File: src/rtl/regfile_seq_pkg.sv
// Shared opcodes, FSM state encoding and default geometry for the register-file sequencer.
// Latency: n/a (declarations only). Backpressure: n/a.
// Zero-protect build option REGFILE_SEQ_ZERO_PROTECT_EN is consumed by regfile_sequencer.
package regfile_seq_pkg;

    localparam int DATA_W_DEF = 32;
    localparam int ADDR_W_DEF = 5;
    localparam int NREGS_DEF  = 32;

    localparam logic [2:0] OP_NOP   = 3'd0;
    localparam logic [2:0] OP_WRITE = 3'd1;
    localparam logic [2:0] OP_READ2 = 3'd2;
    localparam logic [2:0] OP_COPY  = 3'd3;
    localparam logic [2:0] OP_CLEAR = 3'd4;
    localparam logic [2:0] OP_DUMP  = 3'd5;

    typedef enum logic [2:0] {
        S_IDLE     = 3'd0,
        S_WR       = 3'd1,
        S_RD       = 3'd2,
        S_RSP      = 3'd3,
        S_CPY_WR   = 3'd4,
        S_CLR      = 3'd5,
        S_DUMP_RD  = 3'd6,
        S_DUMP_RSP = 3'd7
    } state_t;

endpackage

File: src/rtl/regfile_sequencer.sv
// Command-driven master for the 32-entry register file: WRITE, READ2, COPY, CLEAR, DUMP.
// Latency: WRITE 1 cycle, READ2/DUMP 1 read cycle then response, COPY 2, CLEAR NREGS (NREGS-1 protected).
// Backpressure: cmd_ready only in IDLE; responses held until rsp_ready. Option: REGFILE_SEQ_ZERO_PROTECT_EN.
module regfile_sequencer
    import regfile_seq_pkg::*;
#(
    parameter int DATA_W = DATA_W_DEF,
    parameter int ADDR_W = ADDR_W_DEF,
    parameter int NREGS  = NREGS_DEF
) (
    input  logic              clk,
    input  logic              rst,
    input  logic              cmd_valid,
    output logic              cmd_ready,
    input  logic [2:0]        cmd_op,
    input  logic [ADDR_W-1:0] cmd_addr_a,
    input  logic [ADDR_W-1:0] cmd_addr_b,
    input  logic [DATA_W-1:0] cmd_data,
    output logic              cmd_err,
    output logic              rf_we,
    output logic [ADDR_W-1:0] rf_waddr,
    output logic [DATA_W-1:0] rf_wdata,
    output logic [ADDR_W-1:0] rf_raddr1,
    output logic [ADDR_W-1:0] rf_raddr2,
    input  logic [DATA_W-1:0] rf_rdata1,
    input  logic [DATA_W-1:0] rf_rdata2,
    output logic              rsp_valid,
    input  logic              rsp_ready,
    output logic [ADDR_W-1:0] rsp_addr,
    output logic [DATA_W-1:0] rsp_data1,
    output logic [DATA_W-1:0] rsp_data2
);

`ifdef REGFILE_SEQ_ZERO_PROTECT_EN
    localparam bit ZERO_PROTECT = 1'b1;
`else
    localparam bit ZERO_PROTECT = 1'b0;
`endif

    localparam logic [ADDR_W-1:0] CNT_LAST  = ADDR_W'(NREGS - 1);
    localparam logic [ADDR_W-1:0] CLR_FIRST = ZERO_PROTECT ? ADDR_W'(1) : '0;

    state_t              state_q, state_d;
    logic [ADDR_W-1:0]   cnt_q, cnt_d;
    logic [2:0]          op_q, op_d;
    logic [ADDR_W-1:0]   addr_a_q, addr_a_d;
    logic [ADDR_W-1:0]   addr_b_q, addr_b_d;
    logic [DATA_W-1:0]   data_q, data_d;
    logic [DATA_W-1:0]   cap1_q, cap1_d;
    logic [DATA_W-1:0]   cap2_q, cap2_d;
    logic                err_q, err_d;

    always_ff @(posedge clk) begin
        if (rst) begin
            state_q  <= S_IDLE;
            cnt_q    <= '0;
            op_q     <= OP_NOP;
            addr_a_q <= '0;
            addr_b_q <= '0;
            data_q   <= '0;
            cap1_q   <= '0;
            cap2_q   <= '0;
            err_q    <= 1'b0;
        end else begin
            state_q  <= state_d;
            cnt_q    <= cnt_d;
            op_q     <= op_d;
            addr_a_q <= addr_a_d;
            addr_b_q <= addr_b_d;
            data_q   <= data_d;
            cap1_q   <= cap1_d;
            cap2_q   <= cap2_d;
            err_q    <= err_d;
        end
    end

    always_comb begin
        state_d  = state_q;
        cnt_d    = cnt_q;
        op_d     = op_q;
        addr_a_d = addr_a_q;
        addr_b_d = addr_b_q;
        data_d   = data_q;
        cap1_d   = cap1_q;
        cap2_d   = cap2_q;
        err_d    = 1'b0;
        case (state_q)
            S_IDLE: begin
                if (cmd_valid) begin
                    op_d     = cmd_op;
                    addr_a_d = cmd_addr_a;
                    addr_b_d = cmd_addr_b;
                    data_d   = cmd_data;
                    case (cmd_op)
                        OP_NOP:   state_d = S_IDLE;
                        OP_WRITE: state_d = S_WR;
                        OP_READ2,
                        OP_COPY:  state_d = S_RD;
                        OP_CLEAR: begin
                            cnt_d   = CLR_FIRST;
                            state_d = S_CLR;
                        end
                        OP_DUMP: begin
                            cnt_d   = '0;
                            state_d = S_DUMP_RD;
                        end
                        default:  err_d = 1'b1;
                    endcase
                end
            end
            S_WR:     state_d = S_IDLE;
            S_RD: begin
                cap1_d  = rf_rdata1;
                cap2_d  = rf_rdata2;
                state_d = (op_q == OP_COPY) ? S_CPY_WR : S_RSP;
            end
            S_RSP:    if (rsp_ready) state_d = S_IDLE;
            S_CPY_WR: state_d = S_IDLE;
            S_CLR: begin
                if (cnt_q == CNT_LAST) begin
                    cnt_d   = '0;
                    state_d = S_IDLE;
                end else begin
                    cnt_d = cnt_q + ADDR_W'(1);
                end
            end
            S_DUMP_RD: begin
                cap1_d  = rf_rdata1;
                cap2_d  = rf_rdata2;
                state_d = S_DUMP_RSP;
            end
            S_DUMP_RSP: begin
                if (rsp_ready) begin
                    if (cnt_q == CNT_LAST) begin
                        cnt_d   = '0;
                        state_d = S_IDLE;
                    end else begin
                        cnt_d   = cnt_q + ADDR_W'(1);
                        state_d = S_DUMP_RD;
                    end
                end
            end
            default:  state_d = S_IDLE;
        endcase
    end

    // Reads and writes never share a cycle: the register file blanks rdata while we=1.
    always_comb begin
        cmd_ready = (state_q == S_IDLE);
        rf_we     = 1'b0;
        rf_waddr  = '0;
        rf_wdata  = '0;
        rf_raddr1 = '0;
        rf_raddr2 = '0;
        rsp_valid = 1'b0;
        rsp_addr  = '0;
        case (state_q)
            S_WR: begin
                rf_we    = !(ZERO_PROTECT && (addr_a_q == '0));
                rf_waddr = addr_a_q;
                rf_wdata = data_q;
            end
            S_CPY_WR: begin
                rf_we    = !(ZERO_PROTECT && (addr_b_q == '0));
                rf_waddr = addr_b_q;
                rf_wdata = cap1_q;
            end
            S_CLR: begin
                rf_we    = 1'b1;
                rf_waddr = cnt_q;
            end
            S_RD: begin
                rf_raddr1 = addr_a_q;
                rf_raddr2 = addr_b_q;
            end
            S_DUMP_RD: begin
                rf_raddr1 = cnt_q;
                rf_raddr2 = cnt_q;
            end
            S_RSP: begin
                rsp_valid = 1'b1;
                rsp_addr  = addr_a_q;
            end
            S_DUMP_RSP: begin
                rsp_valid = 1'b1;
                rsp_addr  = cnt_q;
            end
            default: ;
        endcase
    end

    assign cmd_err   = err_q;
    assign rsp_data1 = cap1_q;
    assign rsp_data2 = cap2_q;

endmodule

File: config.mk
export PLATFORM = sky130hd
export DESIGN_NAME = regfile_sequencer
export DESIGN_NICKNAME = d
export VERILOG_FILES = /design/src/rtl/regfile_seq_pkg.sv /design/src/rtl/regfile_sequencer.sv
export SDC_FILE = /design/constraint.sdc
export NUM_CORES = 1
export LEC_CHECK = 0
export ABC_AREA = 1
export CAP_MARGIN = 20
export CORE_MARGIN = 10
export CORE_UTILIZATION = 35
export CTS_CLUSTER_SIZE = 10
export DETAILED_ROUTE_END_ITERATION = 12
export HOLD_SLACK_MARGIN = 0.1
export PLACE_DENSITY = 0.77
export SYNTH_ARGS = -nofsm -noshare
export SYNTH_HDL_FRONTEND = slang
export SYNTH_SLANG_ARGS = --single-unit
File: constraint.sdc
create_clock -name clk -period 4.8 [get_ports clk]
set_input_delay 0.96 -clock clk [delete_from_list [all_inputs] [get_ports clk]]
set_output_delay 0.96 -clock clk [all_outputs]
set_load 0.01 [all_outputs]
# --- Yosys cells after proc, flatten, opt, wreduce, memory -nomap -nowiden ---
# Cells that the tools add are included.
word_totals:
  regBits: 118
  latchBits: 0
  mem_bits_rw: 0
  mem_bits_ro: 0
  wordCells: 67
  mem_count: 0
op_classes:
  addsub: 1
  n_mul: 0
  n_div: 0
  n_lt_le_gt_ge: 0
  n_eq_ne: 20
  n_shift: 0
  muxes: 21
  bitwise_logic: 2
  n_reduce_logical: 14
ops:
  columns: ["cell", "n"]
  rows:
  - ["32-bit case mux with 2 select lines", 1]
  - ["5-bit case mux with 2 select lines", 3]
  - ["5-bit case mux with 3 select lines", 2]
  - ["3-bit case mux with 7 select lines", 1]
  - ["5-bit two-way mux", 4]
  - ["3-bit == test (second input constant)", 6]
  - ["3-bit two-way mux", 6]
  - ["3-bit by 2-bit == test with 1-bit output (second input constant)", 5]
  - ["3-bit case mux with 5 select lines", 1]
  - ["2-bit inequality test (second input constant)", 5]
  - ["2-bit OR reduction", 5]
  - ["3-bit by 1-bit == test with 1-bit output (second input constant)", 2]
  - ["3-bit logical NOT", 2]
  - ["6-bit by 1-bit inequality test with 1-bit output (second input constant)", 1]
  - ["3-bit OR reduction", 2]
  - ["6-bit OR reduction", 1]
  - ["5-bit by 1-bit adder with 5-bit output (second input constant)", 1]
  - ["5-bit == test (second input constant)", 1]
  - ["5-bit AND reduction", 1]
  - ["4-bit AND reduction", 1]
  - ["1-bit two-way mux", 3]
  - ["3-bit nonzero test", 1]
  - ["1-bit inverter", 2]
  - ["2-bit AND reduction", 1]

# --- Logic depth before layout (Yosys ltp) ---
logic_depth:
  ltp_word: 5
  depth_mapped: 11
  depth_no_buf: 11

# --- Worst setup path after synthesis ---
# No wires, ideal clock.
synth_timing:
  kind: "register to output"
  start: "register state_q[2]"
  end: "output port rf_wdata[0]"
  arrival_ns: 1.196
  required_time_ns: 3.840
  slack_ns: 2.644
  stages_incl_launch_ff: 6
  n_path_buf: 2
  cell_sequence: "dfxtp_1 -> buf_6 -> inv_1 -> nand3_1 -> buf_2 -> o22ai_1"
synth_between:
  elab_chain_len: 2
  word_cells_on_any_way: 3
  cone_classes: "eq/ne: 2; mux: 1"
synth_lines:
  columns: ["item", "line", "text"]
  rows:
  - ["from (decl)", "regfile_sequencer.sv:43", "state_t state_q, state_d;"]
  - ["from (signal assigned)", "regfile_sequencer.sv:65", "state_q <= state_d;"]
  - ["3-bit == test / 3-bit by 1-bit == test with 1-bit output (equally long branches)", "regfile_sequencer.sv:157", "case (state_q)"]
  - ["32-bit case mux with 2 select lines *", "regfile_sequencer.sv:157", null]
  - ["to (decl)", "regfile_sequencer.sv:22", "output logic [DATA_W-1:0] rf_wdata,"]
# Every way passes the cells marked *; elsewhere a longest branch is shown, timed or not.

# --- Worst setup path after layout ---
layout_timing:
  start: "register state_q[0]"
  end: "output port rf_wdata[12]"
# Same word-level chain as after synthesis.

==> impl_metrics.env <==
export IMPL_cts_buffers=17
export IMPL_holdWs_ps=454
export IMPL_pwr_density_cell_nw_per_um2=583
export IMPL_clkPwrFrac_pct=27.6
export IMPL_fin_crit_ps=3790
export IMPL_setup_viol=0
export IMPL_swShare_pct=37.0
export IMPL_critPathCaptureType="output pin"
export IMPL_ctsRootBufferMaster="clkbuf_16"
export IMPL_hold_violations=0
export IMPL_maxSlewHeadroom_pct=33.0
export IMPL_worstPathCellList="nand3_2 -> o22ai_1 -> clkdlybuf4s50_1"
export IMPL_cap_violations=0
export IMPL_ioPinCount=233
export IMPL_fmax_mhz=264
export IMPL_drive_above_1_share_pct=5.47
export IMPL_final_cell_mix="clkdlybuf4s50_1 (232), dfxtp_1 (118), o21ai_0 (108), inv_1 (91), nor2_1 (83)"
export IMPL_globalRouteOverflowTotal=0
export IMPL_avgSynthCellArea_um2=7.54
export IMPL_yosys_warnings=0
export IMPL_ir_drop_uv=258
export IMPL_tritoncts="done"
export IMPL_status="completed"
export IMPL_grt_pass1_vias=4929
export IMPL_hold_depth=2
export IMPL_vias_per_cell=4.93
export IMPL_netlist_instances=655
export IMPL_wl_per_cell_um=16.6
export IMPL_hold_path_class="reg2reg"
export IMPL_startpoint_type="register"
export IMPL_n_antenna_cell=0
export IMPL_die_w_um=139
export IMPL_cp_data_arrival_time_ps=2830
export IMPL_yosysUniqueCellTypes=25
export IMPL_drc=0
export IMPL_grt_total_usage_pct=17.4
export IMPL_fp_dieH_um=139
export IMPL_htreeDepth=4
export IMPL_area_growth_pct=59.8
export IMPL_r2r_cells=6
export IMPL_critPathMaxStageDelay_ps=760
export IMPL_p_seq_share_pct=31.2
export IMPL_hp_start="data_q[18]"
export IMPL_regToRegSetupSlack_ps=2000
export IMPL_critPathMaxFanout=37
export IMPL_io_buffer_count=232
export IMPL_switching_power_mw=1.70
export IMPL_cts_setup_buffers=0
export IMPL_dp_slack_ps=1440
export IMPL_holdPathEnd="data_q[18]"
export IMPL_hpwlAfterDp_um=12700
export IMPL_synth_seq_area_share_pct=47.9
export IMPL_utilization_pct=57.1
export IMPL_setup_ws_ps=1010
export IMPL_start_util_pct=35.7
export IMPL_rows=43
export IMPL_synth_area_um2=4940
export IMPL_skew_ps=10.5
export IMPL_cts_max_path_buffers=2
export IMPL_crit_type="reg2out"
export IMPL_leakage_nw=2.91
export IMPL_cts_sinks=118
export IMPL_required_ps=3840
export IMPL_die_area_um2=19300
export IMPL_ys_ff_latch=118
export IMPL_first_iter_violations=307
export IMPL_nets=980
export IMPL_ant_nets=0
export IMPL_clkTransAtPathRegs_ps=60
export IMPL_cts_resized=0
export IMPL_tns_ps=0
export IMPL_p_int_mw=2.89
export IMPL_core_um2=13800
export IMPL_worstSkewPairLatency_ps=410
export IMPL_reg2reg_from="state_q[0]"
export IMPL_gp_congestion=0.898
export IMPL_combPwrFrac_pct=41.2
export IMPL_slowest_stage="nand3_2"
export IMPL_r2r_end="rsp_data2[22]"
export IMPL_cts_hold_buf=0
export IMPL_routed_wl_um=17500
export IMPL_drt_pass1_iter_count=5
export IMPL_drv_slew=0
export IMPL_syn_nets=770
export IMPL_tightestPinTransition_ps=1000
export IMPL_layout_commonest_cell="clkdlybuf4s50_1"
export IMPL_antenna_found_initial=0
export IMPL_rsz0062_at_grt="no"
export IMPL_grt_pass1_wl_um=27300
export IMPL_grt_max_degree=91
export IMPL_finalCritPeriodShare_pct=79.0
export IMPL_route_vias_total=5212
## state kept, by name, summed over array words and instances (netlist names)
name,cells
op_q,3
addr_b_q,5
cnt_q,5
data_q,32
state_q,3
addr_a_q,5
rsp_data1,32
rsp_data2,32
cmd_err,1
## logic make-up (layout without fill, tap and decap cells)
family / after synthesis / count (layout) / synth area share [%]
compound gates: 245 / 245 / 26.6
simple gates: 149 / 149 / 12.7
buf+inv: 140 / 363 / 12.2
flops: 118 / 118 / 47.9
fa+ha+maj: 2 / 2 / 0.507
xor+xnor: 1 / 1 / 0.177
## final cells by class
| type | instances | area [µm²] |
|---|---|---|
| Clock buffer | 19 | 453 |
| Clock inverter | 13 | 148 |
| Fill cell | 1284 | 5940 |
| Inverter | 97 | 369 |
| Multi-Input combinational cell | 397 | 1980 |
| Sequential cell | 118 | 2360 |
| Tap cell | 180 | 225 |
| Timing Repair Buffer | 234 | 2350 |
## metrics by stage
step / area [µm²] / total power, mW / instances
3_5_place_dp: 7290 / 3.36 / 1026
4_1_cts: 7890 / 4.65 / 1058
3_3_place_gp: 7290 / 3.33 / 1026
5_1_grt: 7890 / 4.89 / 1058
2_1_floorplan: 4940 / 2.54 / 655
6_report: 7890 / 4.60 / 1058
## worst max-delay path by stage
stage,startpoint,endpoint,slack [ps],cells after the start
after global placement,state_q[0],rf_waddr[3],1520,3
after detailed placement,state_q[0],rf_wdata[12],1440,3
after CTS,state_q[0],rf_waddr[1],980,3
final,state_q[0],rf_wdata[12],1010,3
after floorplan,state_q[2],rf_wdata[0],2640,5
after global routing,state_q[0],rf_waddr[4],860,3
## worst max-delay path: cells and delay by family, from the launching register on
| family | cells | cell delay, ps |
|---|---|---|
| flip-flops | 1 | 600 |
| AND/OR/NAND/NOR | 1 | 760 |
| AO/OA/AOI/OAI | 1 | 430 |
| buffers and inverters | 1 | 620 |
## synth_stat cells
library cell	number	area share, %
inv_2	4	0.30
o21ai_0	108	11
xnor2_1	1	0.18
inv_4	2	0.25
o22ai_1	47	6.0
inv_1	91	6.9
nand3b_1	1	0.15
o221ai_1	5	0.89
buf_6	6	1.4
nand3_1	22	2.2
nand2_4	1	0.23
buf_2	20	2.0
clkbuf_1	16	1.2
a21oi_1	82	8.3
o21ai_1	1	0.10
dfxtp_1	118	48
nor2_8	1	0.41
ha_1	2	0.51
nor3_1	3	0.30
buf_1	1	0.076
nand2_2	2	0.25
nand4_1	2	0.25
a21oi_2	2	0.35
nor2_1	83	6.3
nand2_1	34	2.6
## power groups by stage
stage	clock network (mW)	logic (mW)	registers (mW)
floorplan	0	1.05	1.49
global placement	0	1.89	1.44
detailed placement	0	1.91	1.46
CTS	1.29	1.92	1.44
global route	1.33	2.08	1.47
finish	1.27	1.89	1.44
## per-layer routing
layer  up-vias  part of all wire [%]  global-route usage [%]
li1       2612                     -                       -
met1      2359                    42                    20.2
met2       222                    47                    28.2
met3        19                   8.9                    6.85
met4         0                   1.5                    6.53
met5         -                     0                       0
No activity file was read; power rests on OpenSTA's default activity.
